### src/rtl/tank_plant_pkg.sv
// Shared constants for the tank plant model: default parameters, the signed
// width used for the level update, and the start-counter saturation helper.
package tank_pkg;

  localparam int LEVEL_W_DEF    = 10;
  localparam int LEVEL_MAX_DEF  = 1000;
  localparam int LO_TH_DEF      = 300;
  localparam int HI_TH_DEF      = 700;
  localparam int PUMP_RATE_DEF  = 8;
  localparam int TICK_DIV_DEF   = 4;
  localparam int INIT_LEVEL_DEF = 0;

  // Three guard bits cover level + 2*PUMP_RATE - 15 without wrap, plus sign.
  localparam int RAW_GUARD = 3;

  localparam int                 START_W   = 8;
  localparam logic [START_W-1:0] START_SAT = 8'd255;

  function automatic int raw_width(input int level_w);
    return level_w + RAW_GUARD;
  endfunction

  function automatic logic [START_W-1:0] sat_inc(input logic [START_W-1:0] cnt);
    return (cnt == START_SAT) ? cnt : cnt + START_W'(1);
  endfunction

endpackage

### src/rtl/tank_plant_if.sv
// Signal bundle between the plant and whatever drives it (controller or bench).
// There is no handshake: every input is level-sampled on each rising Clk edge,
// and every output is a register that is valid in every cycle after reset.
interface tank_plant_if #(
  parameter int LEVEL_W = tank_pkg::LEVEL_W_DEF
);

  logic                         enable;
  logic                         b1;
  logic                         b2;
  logic [3:0]                   demand;
  logic                         clear_flags;
  logic                         w1;
  logic                         w0;
  logic [LEVEL_W-1:0]           level;
  logic                         overflow;
  logic                         dry;
  logic [tank_pkg::START_W-1:0] starts1;
  logic [tank_pkg::START_W-1:0] starts2;

  modport master (
    output enable, b1, b2, demand, clear_flags,
    input  w1, w0, level, overflow, dry, starts1, starts2
  );

  modport slave (
    input  enable, b1, b2, demand, clear_flags,
    output w1, w0, level, overflow, dry, starts1, starts2
  );

endinterface

### src/rtl/tank_plant_tick_gen.sv
// Simulation-tick prescaler: one-cycle tick every TICK_DIV enabled cycles.
module tick_gen #(
  parameter int TICK_DIV = tank_pkg::TICK_DIV_DEF
) (
  input  logic Clk,
  input  logic reset,
  input  logic enable,
  output logic tick
);

  localparam int               CNT_W = (TICK_DIV > 1) ? $clog2(TICK_DIV) : 1;
  localparam logic [CNT_W-1:0] LAST  = CNT_W'(TICK_DIV - 1);

  logic [CNT_W-1:0] r_cnt;
  logic             w_last;

  assign w_last = (r_cnt == LAST);
  // Gate with enable so a paused counter parked on LAST cannot re-fire.
  assign tick   = enable & w_last;

  always_ff @(posedge Clk) begin
    if (reset) begin
      r_cnt <= '0;
    end else if (enable) begin
      r_cnt <= w_last ? '0 : r_cnt + CNT_W'(1);
    end
  end

endmodule

### src/rtl/tank_plant.sv
// Water-tank plant: integrates level from pump commands and demand per tick,
// and produces float switches, sticky flags and per-pump start counts.
module tank_plant
  import tank_pkg::*;
#(
  parameter int LEVEL_W    = LEVEL_W_DEF,
  parameter int LEVEL_MAX  = LEVEL_MAX_DEF,
  parameter int LO_TH      = LO_TH_DEF,
  parameter int HI_TH      = HI_TH_DEF,
  parameter int PUMP_RATE  = PUMP_RATE_DEF,
  parameter int TICK_DIV   = TICK_DIV_DEF,
  parameter int INIT_LEVEL = INIT_LEVEL_DEF
) (
  input logic         Clk,
  input logic         reset,
  tank_plant_if.slave bus
);

  localparam int RAW_W = raw_width(LEVEL_W);

  localparam logic signed [RAW_W-1:0] FILL_ONE = RAW_W'(PUMP_RATE);
  localparam logic signed [RAW_W-1:0] FILL_TWO = RAW_W'(2 * PUMP_RATE);
  localparam logic signed [RAW_W-1:0] RAW_MAX  = RAW_W'(LEVEL_MAX);

  localparam logic [LEVEL_W-1:0] LVL_MAX  = LEVEL_W'(LEVEL_MAX);
  localparam logic [LEVEL_W-1:0] LVL_LO   = LEVEL_W'(LO_TH);
  localparam logic [LEVEL_W-1:0] LVL_HI   = LEVEL_W'(HI_TH);
  localparam logic [LEVEL_W-1:0] LVL_INIT = LEVEL_W'(INIT_LEVEL);

  logic                      w_tick;
  logic signed [RAW_W-1:0]   w_fill;
  logic signed [RAW_W-1:0]   w_raw;
  logic [LEVEL_W-1:0]        w_level_nxt;
  logic                      w_set_ovf;
  logic                      w_set_dry;

  logic [LEVEL_W-1:0]        r_level;
  logic                      r_w1;
  logic                      r_w0;
  logic                      r_overflow;
  logic                      r_dry;
  logic                      r_b1_prev;
  logic                      r_b2_prev;
  logic [START_W-1:0]        r_starts1;
  logic [START_W-1:0]        r_starts2;

  tick_gen #(.TICK_DIV(TICK_DIV)) u_tick_gen (
    .Clk    (Clk),
    .reset  (reset),
    .enable (bus.enable),
    .tick   (w_tick)
  );

  always_comb begin
    w_fill      = '0;
    w_level_nxt = r_level;
    w_set_ovf   = 1'b0;
    w_set_dry   = 1'b0;
    unique case ({bus.b1, bus.b2})
      2'b11:        w_fill = FILL_TWO;
      2'b01, 2'b10: w_fill = FILL_ONE;
      default:      w_fill = '0;
    endcase
    w_raw = $signed({{RAW_GUARD{1'b0}}, r_level}) + w_fill
          - $signed({{(RAW_W-4){1'b0}}, bus.demand});
    if (w_tick) begin
      if (w_raw > RAW_MAX) begin
        w_level_nxt = LVL_MAX;
        w_set_ovf   = 1'b1;
      end else if (w_raw[RAW_W-1]) begin
        w_level_nxt = '0;
        w_set_dry   = 1'b1;
      end else begin
        w_level_nxt = w_raw[LEVEL_W-1:0];
      end
    end
  end

  // Level, switches and flags; a set on the same edge as clear_flags wins.
  always_ff @(posedge Clk) begin
    if (reset) begin
      r_level    <= LVL_INIT;
      r_w1       <= 1'b0;
      r_w0       <= 1'b0;
      r_overflow <= 1'b0;
      r_dry      <= 1'b0;
    end else begin
      r_level <= w_level_nxt;
      r_w0    <= (r_level >= LVL_LO);
      r_w1    <= (r_level >= LVL_HI);
      if (w_set_ovf)            r_overflow <= 1'b1;
      else if (bus.clear_flags) r_overflow <= 1'b0;
      if (w_set_dry)            r_dry <= 1'b1;
      else if (bus.clear_flags) r_dry <= 1'b0;
    end
  end

  // Pump start counters run every cycle, regardless of tick or enable.
  always_ff @(posedge Clk) begin
    if (reset) begin
      r_b1_prev <= 1'b0;
      r_b2_prev <= 1'b0;
      r_starts1 <= '0;
      r_starts2 <= '0;
    end else begin
      r_b1_prev <= bus.b1;
      r_b2_prev <= bus.b2;
      if (bus.b1 && !r_b1_prev) r_starts1 <= sat_inc(r_starts1);
      if (bus.b2 && !r_b2_prev) r_starts2 <= sat_inc(r_starts2);
    end
  end

  assign bus.level    = r_level;
  assign bus.w1       = r_w1;
  assign bus.w0       = r_w0;
  assign bus.overflow = r_overflow;
  assign bus.dry      = r_dry;
  assign bus.starts1  = r_starts1;
  assign bus.starts2  = r_starts2;

endmodule

### src/flat_wrapper.sv
// flat-port wrapper written by rule: the top's interface ports become plain ports
module tank_plant_flat import tank_pkg::*;
#(
  parameter int LEVEL_W    = LEVEL_W_DEF,
  parameter int LEVEL_MAX  = LEVEL_MAX_DEF,
  parameter int LO_TH      = LO_TH_DEF,
  parameter int HI_TH      = HI_TH_DEF,
  parameter int PUMP_RATE  = PUMP_RATE_DEF,
  parameter int TICK_DIV   = TICK_DIV_DEF,
  parameter int INIT_LEVEL = INIT_LEVEL_DEF
)
  (Clk, reset, bus_enable, bus_b1, bus_b2, bus_demand, bus_clear_flags, bus_w1, bus_w0, bus_level, bus_overflow, bus_dry, bus_starts1, bus_starts2);
  tank_plant_if #(.LEVEL_W(LEVEL_W)) bus_i ();
  input logic Clk;
  input logic reset;
  input wire logic [$bits(bus_i.enable)-1:0] bus_enable;
  input wire logic [$bits(bus_i.b1)-1:0] bus_b1;
  input wire logic [$bits(bus_i.b2)-1:0] bus_b2;
  input wire logic [$bits(bus_i.demand)-1:0] bus_demand;
  input wire logic [$bits(bus_i.clear_flags)-1:0] bus_clear_flags;
  output wire logic [$bits(bus_i.w1)-1:0] bus_w1;
  output wire logic [$bits(bus_i.w0)-1:0] bus_w0;
  output wire logic [$bits(bus_i.level)-1:0] bus_level;
  output wire logic [$bits(bus_i.overflow)-1:0] bus_overflow;
  output wire logic [$bits(bus_i.dry)-1:0] bus_dry;
  output wire logic [$bits(bus_i.starts1)-1:0] bus_starts1;
  output wire logic [$bits(bus_i.starts2)-1:0] bus_starts2;
  assign bus_i.enable = bus_enable;
  assign bus_i.b1 = bus_b1;
  assign bus_i.b2 = bus_b2;
  assign bus_i.demand = bus_demand;
  assign bus_i.clear_flags = bus_clear_flags;
  assign bus_w1 = bus_i.w1;
  assign bus_w0 = bus_i.w0;
  assign bus_level = bus_i.level;
  assign bus_overflow = bus_i.overflow;
  assign bus_dry = bus_i.dry;
  assign bus_starts1 = bus_i.starts1;
  assign bus_starts2 = bus_i.starts2;
  tank_plant #(.LEVEL_W(LEVEL_W), .LEVEL_MAX(LEVEL_MAX), .LO_TH(LO_TH), .HI_TH(HI_TH), .PUMP_RATE(PUMP_RATE), .TICK_DIV(TICK_DIV), .INIT_LEVEL(INIT_LEVEL)) u_core (.Clk(Clk), .reset(reset), .bus(bus_i));
endmodule
### config.mk
export PLATFORM = sky130hd
export DESIGN_NAME = tank_plant_flat
export DESIGN_NICKNAME = d
export VERILOG_FILES = /design/src/rtl/tank_plant_pkg.sv /design/src/rtl/tank_plant_if.sv /design/src/rtl/tank_plant_tick_gen.sv /design/src/rtl/tank_plant.sv /design/src/flat_wrapper.sv
export SDC_FILE = /design/constraint.sdc
export NUM_CORES = 1
export LEC_CHECK = 0
export ABC_AREA = 1
export BUFFER_PORTS_ARGS = -buffer_cell sky130_fd_sc_hd__buf_2
export CAP_MARGIN = 20
export CORE_ASPECT_RATIO = 1.1
export CORE_UTILIZATION = 40
export DETAILED_ROUTE_END_ITERATION = 8
export PLACE_DENSITY = 0.71
export SLEW_MARGIN = 20
export SYNTH_ARGS = -nofsm -noshare
export SYNTH_HDL_FRONTEND = slang
export SYNTH_SLANG_ARGS = --single-unit
### constraint.sdc
create_clock -name Clk -period 7.02 [get_ports Clk]
set_input_delay 1.404 -clock Clk [delete_from_list [all_inputs] [get_ports Clk]]
set_output_delay 1.404 -clock Clk [all_outputs]
set_load 0.03 [all_outputs]
* Word-level counts from Yosys, hierarchy flattened
Index checks and enable logic that the tools add are counted.
** Operators by class
- Multiplexer cells :: 12
- Bitwise gates (word level) :: 3
- Add/sub/neg operators :: 5
- Reductions and logical operators :: 9
- Equality and inequality tests :: 6
- Order comparisons :: 3
** Operators by type and width (number)
- $mux W10 :: 2
- $add A8 B1 Y8 const B :: 2
- $eq A8 B8 Y1 const B :: 2
- $gt A13 B11 Y1 const B :: 1
- $sub A13 B5 Y13 :: 1
- $add A10 B5 Y11 :: 1
- $ge A10 B10 Y1 const B :: 1
- $ge A10 B9 Y1 const B :: 1
- $pmux W5 S2 :: 1
- $mux W1 :: 8
- $eq A2 B2 Y1 const B :: 3
- $reduce_and A2 Y1 :: 2
- $reduce_bool A2 Y1 :: 2
- $add A2 B1 Y2 const B :: 1
- $eq A2 B1 Y1 const B :: 1
- $logic_and A1 B1 Y1 :: 2
- $logic_not A1 Y1 :: 2
- $mux W2 :: 1
- $not A1 Y1 :: 2
- $reduce_or A2 Y1 :: 1
- $and A1 B1 Y1 :: 1
** Word-level totals
- Register bits :: 34
- Word-level logic and storage cells :: 48
- Bits of input ports :: 10
- Output and inout bits :: 30

* Logic depth before layout (Yosys ltp)
Gate-level depths: netlist of the first run.
- Depth in word-level cells :: 9
- Depth in mapped cells :: 20
- Gate-level depth less buffers :: 20

* Hierarchy
From an unflattened synthesis of the first run, not the netlist that was laid out.
** Unflattened totals
- Cells, all modules :: 348
- Area, all modules :: 2369.8 sq um
** By module, submodules not included
- tank_plant :: cells an instance 332, times used 1, sequential area each 640.6 sq um, area each 2262.2 sq um
- tick_gen :: cells an instance 16, times used 1, sequential area each 40.0 sq um, area each 107.6 sq um

* Worst setup path after synthesis of the first run
Ideal clock, no wire load.
- Path type :: input-to-reg
- From :: input bus_b2
- To :: register u_core.r_level[2] (netlist: u_core.bus.level[2])
- Setup time :: 0.113 ns
- Stages on the path :: 17
- Path slack :: 3.145 ns
- Data required time :: 6.907 ns
- Arrival :: 3.761 ns
- Buffers on the path :: 0
- Path through :: ha_1 -> ha_1 -> fa_1 -> nor2_1 -> nand2_2 -> nor2_2 -> nand2_2 -> nor2_4 -> nand3_2 -> nand2_1 -> nor2_2 -> nand4_1 -> nand3_1 -> ha_1 -> nand2_2 -> nand3b_1 -> nand2_1
** On the way
- Word-level cells in the longest chain between the ends :: 7
- Elaborated cells between the ends (all ways) :: 10
- Classes of those cells :: 2 x add/sub; 1 x order compare; 3 x eq/ne; 3 x mux; 1 x reduce/logical
** Ends and longest elaborated chain
- start: declaration :: RTL line flat_wrapper.sv:18 : input wire logic [$bits(bus_i.b2)-1:0] bus_b2;
- $eq A2 B1 Y1 or $eq A2 B2 Y1 (tied branches) :: RTL line tank_plant.sv:59 : unique case ({bus.b1, bus.b2})
- $reduce_or A2 Y1 :: RTL line tank_plant.sv:59
- $pmux W5 S2 * :: RTL line tank_plant.sv:59
- $add A10 B5 Y11 * :: RTL line tank_plant.sv:64 : w_raw = $signed({{RAW_GUARD{1'b0}}, r_level}) + w_fill
- $sub A13 B5 Y13 * :: RTL line tank_plant.sv:65 : - $signed({{(RAW_W-4){1'b0}}, bus.demand});
- $gt A13 B11 Y1 or $mux W10 (tied branches) :: RTL line tank_plant.sv:67, tank_plant.sv:70
- $mux W10 * :: RTL line tank_plant.sv:67 : if (w_raw > RAW_MAX) begin
- end signal: assignment :: RTL line tank_plant.sv:88 : r_level <= w_level_nxt;
- end: declaration :: RTL line tank_plant.sv:37 : logic [LEVEL_W-1:0] r_level;
Mark *: on every way between the ends. The rest lies on a longest branch, timed or not.
A chain may end at the register's enable or synchronous reset.

* Final worst setup path of the first run
Same ends and word-level chain as after synthesis.

==> parameters.txt, run 1 <==
Parameter                              Value

Run status
  Result of the run    complete, but fails checks
  Violated checks    DRC

Floorplan
  Placeable core region    around 5000 um2
  Area of the die    5480 um2
  Top-level I/O count    40
  Die height    77.5 um
  Number of core rows    27
  Overall die width    70.7 um
  Effective utilization at floorplan    41.5%

Cells and area
  Post-layout instance count excluding filler cells    408
  Fraction of layout instances using a drive strength above 1    roughly 19%
  Number of diodes    0
  Layout overhead on the synthesized area    16.2%
  Total number of nets in the final design    372

CTS
  CTS Hold Buffers Added    0
  Number of buffers added for setup after CTS    0
  Maximum clock path buffer count    2
  Count of H-tree levels built during CTS    2
  Reg clk slew, reported paths    0.07 ns
  TritonCTS sink count    34
  Root cell of the clock tree    sky130_fd_sc_hd__clkbuf_8
  Clock tree from TritonCTS    done
  CTS Buf Count    5
  Skew-Pair Late Insertion Delay    0.28 ns
  Cts repair resizes    0

Pwr
  Clock network fraction of total power    33.4%
  Max rail drop VDD    104 uV
  Seq pwr share    46.4%
  Leakage power    1.26 nW
  Overall power    0.438 mW
  Power Dens Cells    182 nW/um2
  Net Sw Power    0.131 mW
  Switching share of power    29.9%
  Cell Int Power    roughly 0.3 mW
  Comb pwr share    20.2%

Critical path
  Critical path class    primary input to register
  Largest fanout on the critical path    4
  Cell with the biggest individual delay on the critical path    sky130_fd_sc_hd__fa_1
  Max stage delay on crit path    just under 0.5 ns
  Internal reg-to-reg setup slack    4.19 ns
  Crit path arrival time    4.14 ns
  Buf/Inv on CP    1
  Cell type group with the largest total delay on the critical path    adder cells
  Data required time at the worst endpoint    7.20 ns
  CP cell instances    buf_2, ha_1, ha_1, fa_1, nor2_1, nand2_2, nor2_2, nand2_2, nor2_4, nand3_2, nand2_1, nor2_2, nand4_1, nand3_1, ha_1, nand2_2, nand3b_1, nand2_1
  Crit path capture type    register
  Critical Path Start Type    primary input

STA
  Aggregate negative setup slack    0 ns
  Final setup violating endpoints    0
  Number of slew-limit violations in the final report    0
  Fraction of the cycle the final worst path needs    56.4%
  Fin worst setup slack    just over 3 ns
  Time the worst path needs with I/O delays and setup    3.96 ns
  Number of failing hold endpoints at the final stage    0
  Remaining max-slew budget at the tightest pin    63.5%
  Max Clock Skew    0.00852 ns
  Slew at the pin closest to its max-slew limit    0.533 ns
  Setup repair after global routing missed its margin    false
  Highest clock frequency the design can meet    253 MHz

Detailed routing
  # DRC    6
  1st-pass router iterations    6
  Number of DRC violations after detailed-routing iteration 0    70
  Routed WL    4430 um
  WL/cell    10.9 um
  Total vias in the final route    around 2000
  ANT nets after route    0
  Vias per Instance    4.94

Synth
  Largest cells by area after synthesis    sky130_fd_sc_hd__dfxtp_1 (33%), sky130_fd_sc_hd__nand2_1 (11%), sky130_fd_sc_hd__inv_1 (9.6%)
  Commonest cells post-synth    sky130_fd_sc_hd__nand2_1 (63), sky130_fd_sc_hd__inv_1 (53), sky130_fd_sc_hd__dfxtp_1 (34), sky130_fd_sc_hd__nor2_1 (29), sky130_fd_sc_hd__nand3_1 (27)
  Leading register cell type out of synthesis    sky130_fd_sc_hd__dfxtp_1
  Area share of the leading cell type in the synthesized netlist    32.8%
  Net Count, Synth    330
  Share of the yosys chip area belonging to registers    32.8%
  Synth Warn #    0
  Synthesis-stage register bit count    34
  Cell count after synthesis    307
  Post-synth EDFFs    0
  Most common cell in the synthesized netlist    sky130_fd_sc_hd__nand2_1
  Mean instance size in the synthesized netlist    just under 7 um2
  Async SR Flop Fraction    0%
  Summed instance area of the synthesized netlist    2070 um2
  Library cells used by synthesis    35
  Cell taking the most area after synthesis    sky130_fd_sc_hd__dfxtp_1

Place
  DP HPWL    approximately 3500 um
  Worst slack, placed    2.75 ns
  Placed instance count    400
  Placer congestion estimate    approximately 0.81
  Number of I/O port buffers    39

Global route
  Remaining global-route overflow    0
  Number of antenna violations at the first check in global routing    0
  Overall fraction of global-route tracks in use    17.6%
  Wire length of the first global-routing pass    a little under 8000 um
  Via count of the first global-routing pass    1871
  Largest net degree at the start of global routing    20

Worst hold path
  Tightest Hold Check Type    register to register

Flow run
  Max-Cap Viols    0
state kept, by name, indices dropped and copies added (netlist names):
signal,flops
u_core.bus.level,10
u_core.bus.starts1,8
u_core.bus.starts2,8
u_core.u_tick_gen.r_cnt,2
u_core.bus.dry,1
u_core.bus.overflow,1
u_core.bus.w0,1
u_core.bus.w1,1
u_core.r_b1_prev,1
u_core.r_b2_prev,1
routing by layer:
layer | vias to the layer above | global-route usage, % | wire, um
li1 | 1066 | - | -
met4 | 0 | 5.00 | 68
met2 | 38 | 31.2 | 2140
met5 | - | 0 | 0
met3 | 9 | 5.06 | 161
met1 | 904 | 20.6 | 2060
placed cells by master (no fill, tap or decap), types with 4 or more instances in the layout:
cell	netlist	final
sky130_fd_sc_hd__buf_2	0	39
sky130_fd_sc_hd__nand3_1	27	27
sky130_fd_sc_hd__nor2_1	29	29
sky130_fd_sc_hd__clkbuf_8	0	6
sky130_fd_sc_hd__inv_1	53	53
sky130_fd_sc_hd__o21ai_0	19	19
sky130_fd_sc_hd__nand2_1	63	63
sky130_fd_sc_hd__a21oi_1	23	23
sky130_fd_sc_hd__dfxtp_1	34	34
sky130_fd_sc_hd__nand2_2	7	7
sky130_fd_sc_hd__ha_1	11	11
sky130_fd_sc_hd__nand4_1	6	6
sky130_fd_sc_hd__inv_2	4	4
cell type report:
cell class                      instances  area (um2)
Fill cell                             528        2590
Multi-Input combinational cell        211        1150
Sequential cell                        34         681
Inverter                               58         219
Timing Repair Buffer                   39         195
Clock buffer                            7        86.3
Tap cell                               58        72.6
Clock inverter                          1        5.00
logic make-up (layout without fill, tap and decap cells):
kind of cell,Yosys count,in the layout,share of synthesized area [%]
DFF,34,34,32.8
xor gates and xnor gates,2,2,1.21
AOI/OAI and AO/OA,51,51,13.3
adders and majority gates,13,13,8.56
buffers and inverters,62,105,11.6
and+or+nand+nor,145,145,32.4
power by group through the flow:
stage          clock (mW)  combinational [mW]  sequential (mW)
2_1_floorplan           0              0.0625            0.214
3_3_place_gp            0              0.0872            0.208
3_5_place_dp            0              0.0891            0.208
4_1_cts             0.151              0.0894            0.203
5_1_grt             0.160               0.101            0.204
6_report            0.146              0.0884            0.203
per-stage QoR:
step	utilization, %	hold slack, ns	area, um2
after floorplan	-	0.478	2070
after global placement	46.4	0.458	2320
after detailed placement	46.4	0.462	2320
after CTS	48.2	0.473	2410
after global routing	48.2	0.492	2410
final	48.2	0.469	2410
path summary, 6_finish.rpt:
| check | startpoint | end | cells after the start |
|---|---|---|---|
| setup / recovery | bus_b2 | u_core.bus.level[2] | 18 |
| hold / removal | u_core.bus.level[0] | u_core.bus.level[0] | 2 |
| setup reg to reg | u_core.bus.level[3] | u_core.bus.level[2] | 16 |
| hold reg to reg | u_core.bus.level[0] | u_core.bus.level[0] | 2 |
worst register-to-register path: stages, from the launching register on:
cell	delay, ns
sky130_fd_sc_hd__dfxtp_1	0.40
sky130_fd_sc_hd__ha_1	0.23
sky130_fd_sc_hd__fa_1	0.47
sky130_fd_sc_hd__nor2_1	0.18
sky130_fd_sc_hd__nand2_2	0.09
sky130_fd_sc_hd__nor2_2	0.12
sky130_fd_sc_hd__nand2_2	0.09
sky130_fd_sc_hd__nor2_4	0.11
sky130_fd_sc_hd__nand3_2	0.10
sky130_fd_sc_hd__nand2_1	0.10
sky130_fd_sc_hd__nor2_2	0.06
sky130_fd_sc_hd__nand4_1	0.07
sky130_fd_sc_hd__nand3_1	0.08
sky130_fd_sc_hd__ha_1	0.38
sky130_fd_sc_hd__nand2_2	0.11
sky130_fd_sc_hd__nand3b_1	0.09
sky130_fd_sc_hd__nand2_1	0.05
(Power assumes the default switching activity.)
==> inputs of run 2 (changes only) <==
Settings changed: PLACE_DENSITY 0.71 to 0.73.
Clock period 7.02 ns to 3.5 ns, I/O delays scaled along.
==> run 2 against run 1 <==
  * The run still ends with DRC left
  * Wire length is 0.45% higher
  * Via count is 0.35% lower
  * Clock skew decreased by 0.0037 ns
  * Critical path depth stayed put
  * Count of clock-buffer cells in the layout did not move
  * Combinational power up 110%
  * Sequential share of layout area decreased by 0.17 points
  * Cell area is 0.62% higher
  * Worst setup slack lost 2.8 ns
  * Clock power increased by 100%
  * Global-route usage grew 0.33 points
  * Critical path type unchanged
  * Highest routed layer unchanged
==> parameters.txt, run 2 (synthesis results as in run 1) <==
Parameter                              Value

Detailed routing
  Total vias in the final route    2010
  Vias per Instance    4.90
  WL/cell    roughly 11 um
  ANT nets after route    0
  Number of DRC violations after detailed-routing iteration 0    100
  Routed WL    4450 um
  1st-pass router iterations    6
  # DRC    2

Cells and area
  Fraction of layout instances using a drive strength above 1    between 10% and 20%
  Post-layout instance count excluding filler cells    410
  Commonest non-fill, non-tap cells in the layout    sky130_fd_sc_hd__nand2_1 (63), sky130_fd_sc_hd__inv_1 (53), sky130_fd_sc_hd__buf_2 (39), sky130_fd_sc_hd__dfxtp_1 (34), sky130_fd_sc_hd__nor2_1 (29)
  Total number of nets in the final design    approximately 370
  Layout overhead on the synthesized area    16.9%
  Final core area utilization    48.5%
  Cell area after layout    2430 um2
  Number of flip-flops under the largest register name    10
  Fillers    540
  Number of diodes    0
  Most common library cell in the layout ignoring fill and taps    sky130_fd_sc_hd__nand2_1

Floorplan
  Overall die width    just over 70 um
  Number of core rows    27
  Die height    between 70 and 80 um
  Area of the die    approximately 5500 um2
  Top-level I/O count    40
  Effective utilization at floorplan    41.5%
  Placeable core region    5000 um2

CTS
  Clock tree from TritonCTS    done
  Cts repair resizes    0
  Skew-Pair Late Insertion Delay    between 0.2 and 0.3 ns
  Count of H-tree levels built during CTS    2
  TritonCTS sink count    34
  CTS Buf Count    5
  Maximum clock path buffer count    2
  Root cell of the clock tree    sky130_fd_sc_hd__clkbuf_8
  Number of buffers added for setup after CTS    0
  Reg clk slew, reported paths    0.07 ns
  CTS Hold Buffers Added    0

Place
  Worst slack, placed    0.00952 ns
  Placer congestion estimate    approximately 0.85
  Number of I/O port buffers    39
  DP HPWL    approximately 3500 um
  Placed instance count    402
  Area of placed instances    between 2000 and 2500 um2

Global route
  Largest net degree at the start of global routing    20
  Remaining global-route overflow    0
  Overall fraction of global-route tracks in use    17.9%
  Via count of the first global-routing pass    ~1900
  Wire length of the first global-routing pass    8010 um
  Number of antenna violations at the first check in global routing    0

Critical path
  Internal reg-to-reg setup slack    approximately 0.75 ns
  Crit path capture type    register
  Crit path arrival time    3.37 ns
  Critical Path Start Type    primary input
  Data required time at the worst endpoint    3.67 ns
  Largest fanout on the critical path    4
  Critical path class    primary input to register

STA
  Highest clock frequency the design can meet    313 MHz
  Max Clock Skew    between 0.004 and 0.005 ns
  Slew at the pin closest to its max-slew limit    0.572 ns
  Fraction of the cycle the final worst path needs    91.4%
  Number of slew-limit violations in the final report    0
  Tightest hold margin    0.470 ns
  Aggregate negative setup slack    0 ns
  Setup repair after global routing missed its margin    false
  Fin worst setup slack    0.302 ns
  Final setup violating endpoints    0
  Number of failing hold endpoints at the final stage    0
  Time the worst path needs with I/O delays and setup    3.20 ns
  Remaining max-slew budget at the tightest pin    60.9%

Pwr
  Max rail drop VDD    221 uV
  Leakage power    1.27 nW
  Power Dens Cells    365 nW/um2
  Overall power    0.885 mW

Flow run
  Max-Cap Viols    0

Run status
  Violated checks    DRC
  Result of the run    complete, but fails checks

Worst hold path
  Tightest Hold Check Type    register to register
## run 2: changes by cell type in the layout (fill, tap and decap cells not counted), sizes merged
cell | before | now
buf | 39 | 41
## run 2: final timing paths
kind / start / to / cells past startpoint
hold / removal: u_core.bus.level[0] / u_core.bus.level[0] / 2
hold reg to reg: u_core.bus.level[0] / u_core.bus.level[0] / 2
setup / recovery: bus_b2 / u_core.bus.level[2] / 18
setup reg to reg: u_core.bus.level[3] / u_core.bus.level[2] / 16
## run 2: final cells by class
type	count	area (um2)	area share, %
Timing Repair Buffer	41	210	8.66
Inverter	58	219	9.03
Sequential cell	34	681	28.1
Clock inverter	1	5.00	0.206
Clock buffer	7	86.3	3.56
Multi-Input combinational cell	211	1150	47.5
Tap cell	58	72.6	2.99
## run 2: worst max-delay path, cell delays in order
cell	delay [ns]
sky130_fd_sc_hd__buf_2	0.11
sky130_fd_sc_hd__ha_1	0.30
sky130_fd_sc_hd__ha_1	0.22
sky130_fd_sc_hd__fa_1	0.50
sky130_fd_sc_hd__nor2_1	0.18
sky130_fd_sc_hd__nand2_2	0.09
sky130_fd_sc_hd__inv_1	0.08
sky130_fd_sc_hd__nand3_1	0.09
sky130_fd_sc_hd__nor2_1	0.13
sky130_fd_sc_hd__nand3_1	0.09
sky130_fd_sc_hd__nand2_1	0.08
sky130_fd_sc_hd__nor2_2	0.04
sky130_fd_sc_hd__nand4_1	0.06
sky130_fd_sc_hd__nand3_1	0.07
sky130_fd_sc_hd__ha_1	0.37
sky130_fd_sc_hd__nand2_2	0.11
sky130_fd_sc_hd__nand3b_1	0.10
sky130_fd_sc_hd__nand2_1	0.05
## run 2: metal layers
layer  vias up  wire [um]  track usage, %
met4         0         42            4.60
met2        40       2190            31.9
met1       900       2060            21.7
met5         -          0               0
li1       1066          -               -
met3         4        157            4.03
## run 2: report_power, final
part           switching [mW]  total, mW  internal [mW]
clock network           0.134      0.292          0.159
logic                   0.118      0.184         0.0657
registers              0.0113      0.409          0.397
total                   0.263      0.885          0.622
==> inputs of run 3 (changes only) <==
Settings changed: CORE_UTILIZATION 40 to 44, PLACE_DENSITY 0.73 to 0.78.
==> run 3 against run 2 <==
  * The run now ends clean
  * Combinational power down 3%
  * Clock power up 6%
  * Flip-flop and latch count unchanged
  * Clock skew up 0.0028 ns
  * Critical path depth down 1
  * Critical path type unchanged
  * Register-to-register slack about the same
==> parameters.txt, run 3 (synthesis results as in run 1) <==
Parameter                              Value

Cells and area
  Most common library cell in the layout ignoring fill and taps    sky130_fd_sc_hd__nand2_1
  Post-layout instance count excluding filler cells    between 400 and 500
  Total number of nets in the final design    373
  Area occupied by multi-input gates    1150 um2
  Commonest non-fill, non-tap cells in the layout    sky130_fd_sc_hd__nand2_1 (63), sky130_fd_sc_hd__inv_1 (53), sky130_fd_sc_hd__buf_2 (39), sky130_fd_sc_hd__dfxtp_1 (34), sky130_fd_sc_hd__nor2_1 (29)
  Combined flip-flop and latch cell area    between 600 and 700 um2
  Number of flip-flops under the largest register name    10
  Fillers    420
  Fraction of layout instances using a drive strength above 1    19.9%
  Number of diodes    0
  Layout overhead on the synthesized area    16.5%

STA
  Slew at the pin closest to its max-slew limit    0.503 ns
  Time the worst path needs with I/O delays and setup    3.19 ns
  Remaining max-slew budget at the tightest pin    65.6%
  Highest clock frequency the design can meet    313 MHz
  Aggregate negative setup slack    0 ns
  Number of failing hold endpoints at the final stage    0
  Final setup violating endpoints    0
  Setup repair after global routing missed its margin    false
  Fraction of the cycle the final worst path needs    91.2%
  Max Clock Skew    0.00768 ns
  Number of slew-limit violations in the final report    0

Floorplan
  Die height    roughly 74 um
  Placeable core region    approximately 4400 um2
  Overall die width    around 67 um
  Number of core rows    25
  Top-level I/O count    40
  Area of the die    4990 um2
  Effective utilization at floorplan    47.0%

CTS
  TritonCTS sink count    34
  Clock tree from TritonCTS    done
  Root cell of the clock tree    sky130_fd_sc_hd__clkbuf_8
  CTS Hold Buffers Added    0
  Skew-Pair Late Insertion Delay    0.29 ns
  Maximum clock path buffer count    2
  CTS Buf Count    5
  Number of buffers added for setup after CTS    0
  Count of H-tree levels built during CTS    2
  Cts repair resizes    0
  Reg clk slew, reported paths    0.08 ns

Detailed routing
  Number of DRC violations after detailed-routing iteration 0    115
  Routed WL    4410 um
  1st-pass router iterations    6
  Total vias in the final route    ~2000
  Vias per Instance    4.96
  WL/cell    10.9 um
  ANT nets after route    0
  # DRC    0

Critical path
  Cell type group with the largest total delay on the critical path    adder cells
  Crit path capture type    register
  Internal reg-to-reg setup slack    0.74 ns
  Max stage delay on crit path    0.50 ns
  Critical Path Stages    17
  Data required time at the worst endpoint    3.72 ns
  Cell with the biggest individual delay on the critical path    sky130_fd_sc_hd__fa_1
  Crit path capture    u_core.bus.level[3]
  Logic depth of the worst register-to-register path    15
  CP cell instances    buf_2, ha_1, ha_1, fa_1, nor2_1, nand2_2, nor2_2, nand2_2, nor2_4, nand3_2, nand2_1, nor2_2, nand4_1, nand3_1, ha_1, nand3_4, a21oi_1
  Top cell by count, worst path    sky130_fd_sc_hd__ha_1
  Startpoint of the most critical register-to-register path    u_core.bus.level[3]
  Startpoint of the worst setup timing path    bus_b2
  Critical path class    primary input to register
  Worst flop-to-flop path endpoint    u_core.bus.level[3]
  Largest fanout on the critical path    6
  Crit path arrival time    3.41 ns
  Buf/Inv on CP    1
  Critical Path Start Type    primary input

Pwr
  Max rail drop VDD    about 210 uV
  Leakage power    1.27 nW
  Power Dens Cells    371 nW/um2

Global route
  Wire length of the first global-routing pass    just over 7000 um
  Largest net degree at the start of global routing    20
  Via count of the first global-routing pass    1715
  Remaining global-route overflow    0
  Number of antenna violations at the first check in global routing    0
  Overall fraction of global-route tracks in use    18.9%

Place
  DP HPWL    3440 um
  Placed instance count    397
  Number of I/O port buffers    39
  Placer congestion estimate    0.873

Worst hold path
  Tightest Hold Check Type    register to register

Run status
  Result of the run    finished, final reports clean

Flow run
  Max-Cap Viols    0
-- run 3: cell types whose count changed in the layout (fill, tap and decap cells not counted) --
cell | before | now
sky130_fd_sc_hd__clkbuf_1 | 1 | 0
sky130_fd_sc_hd__clkinvlp_4 | 0 | 1
sky130_fd_sc_hd__buf_4 | 2 | 1
-- run 3: worst min-delay path, cell delays in order (launching register included) --
cell,delay [ns]
sky130_fd_sc_hd__dfxtp_1,0.31
sky130_fd_sc_hd__nand2_1,0.06
sky130_fd_sc_hd__a21oi_1,0.05
-- run 3: final cells by class --
type / instances / area share (%)
inverters: 58 / 9.06
well taps: 54 / 2.80
clock inverters: 2 / 0.518
repair buffers: 40 / 8.39
clock buffers: 6 / 3.42
multi-input cells: 211 / 47.7
flip-flops and latches: 34 / 28.2
-- run 3: per-layer routing --
layer  part of all wire (%)  GRT usage [%]  up-vias
li1                       -              -     1065
met1                     46           24.1      895
met2                     48           31.1       43
met3                    4.6           4.91        7
met4                    1.2           5.44        0
met5                      0              0        -
-- run 3: how the worst min path moves through the flow --
stage | from | endpoint | depth (start not counted)
after floorplan | u_core.u_tick_gen.r_cnt[1] | u_core.u_tick_gen.r_cnt[1] | 2
after CTS | u_core.bus.overflow | u_core.bus.overflow | 2
final | u_core.bus.overflow | u_core.bus.overflow | 2
after detailed placement | u_core.bus.overflow | u_core.bus.overflow | 2
after global routing | u_core.bus.overflow | u_core.bus.overflow | 2
after global placement | u_core.bus.dry | u_core.bus.dry | 2
-- run 3: power breakdown --
group	total, mW	internal, mW	switching, mW
clock network	0.309	0.158	0.151
logic	0.179	0.0629	0.117
registers	0.408	0.397	0.0107
-- run 3: through the flow --
stage | hold WS (ns) | util [%] | worst slack (ns) | instance area [um2] | total power [mW]
3_5_place_dp | 0.457 | 52.7 | 0.00334 | 2320 | 0.597
5_1_grt | 0.483 | 54.8 | 0.100 | 2420 | 0.945
6_report | 0.464 | 54.8 | 0.308 | 2420 | 0.896
4_1_cts | 0.467 | 54.8 | 0.313 | 2420 | 0.903
3_3_place_gp | 0.458 | 52.7 | 0.0837 | 2320 | 0.593
2_1_floorplan | 0.478 | - | 0.329 | 2070 | 0.554
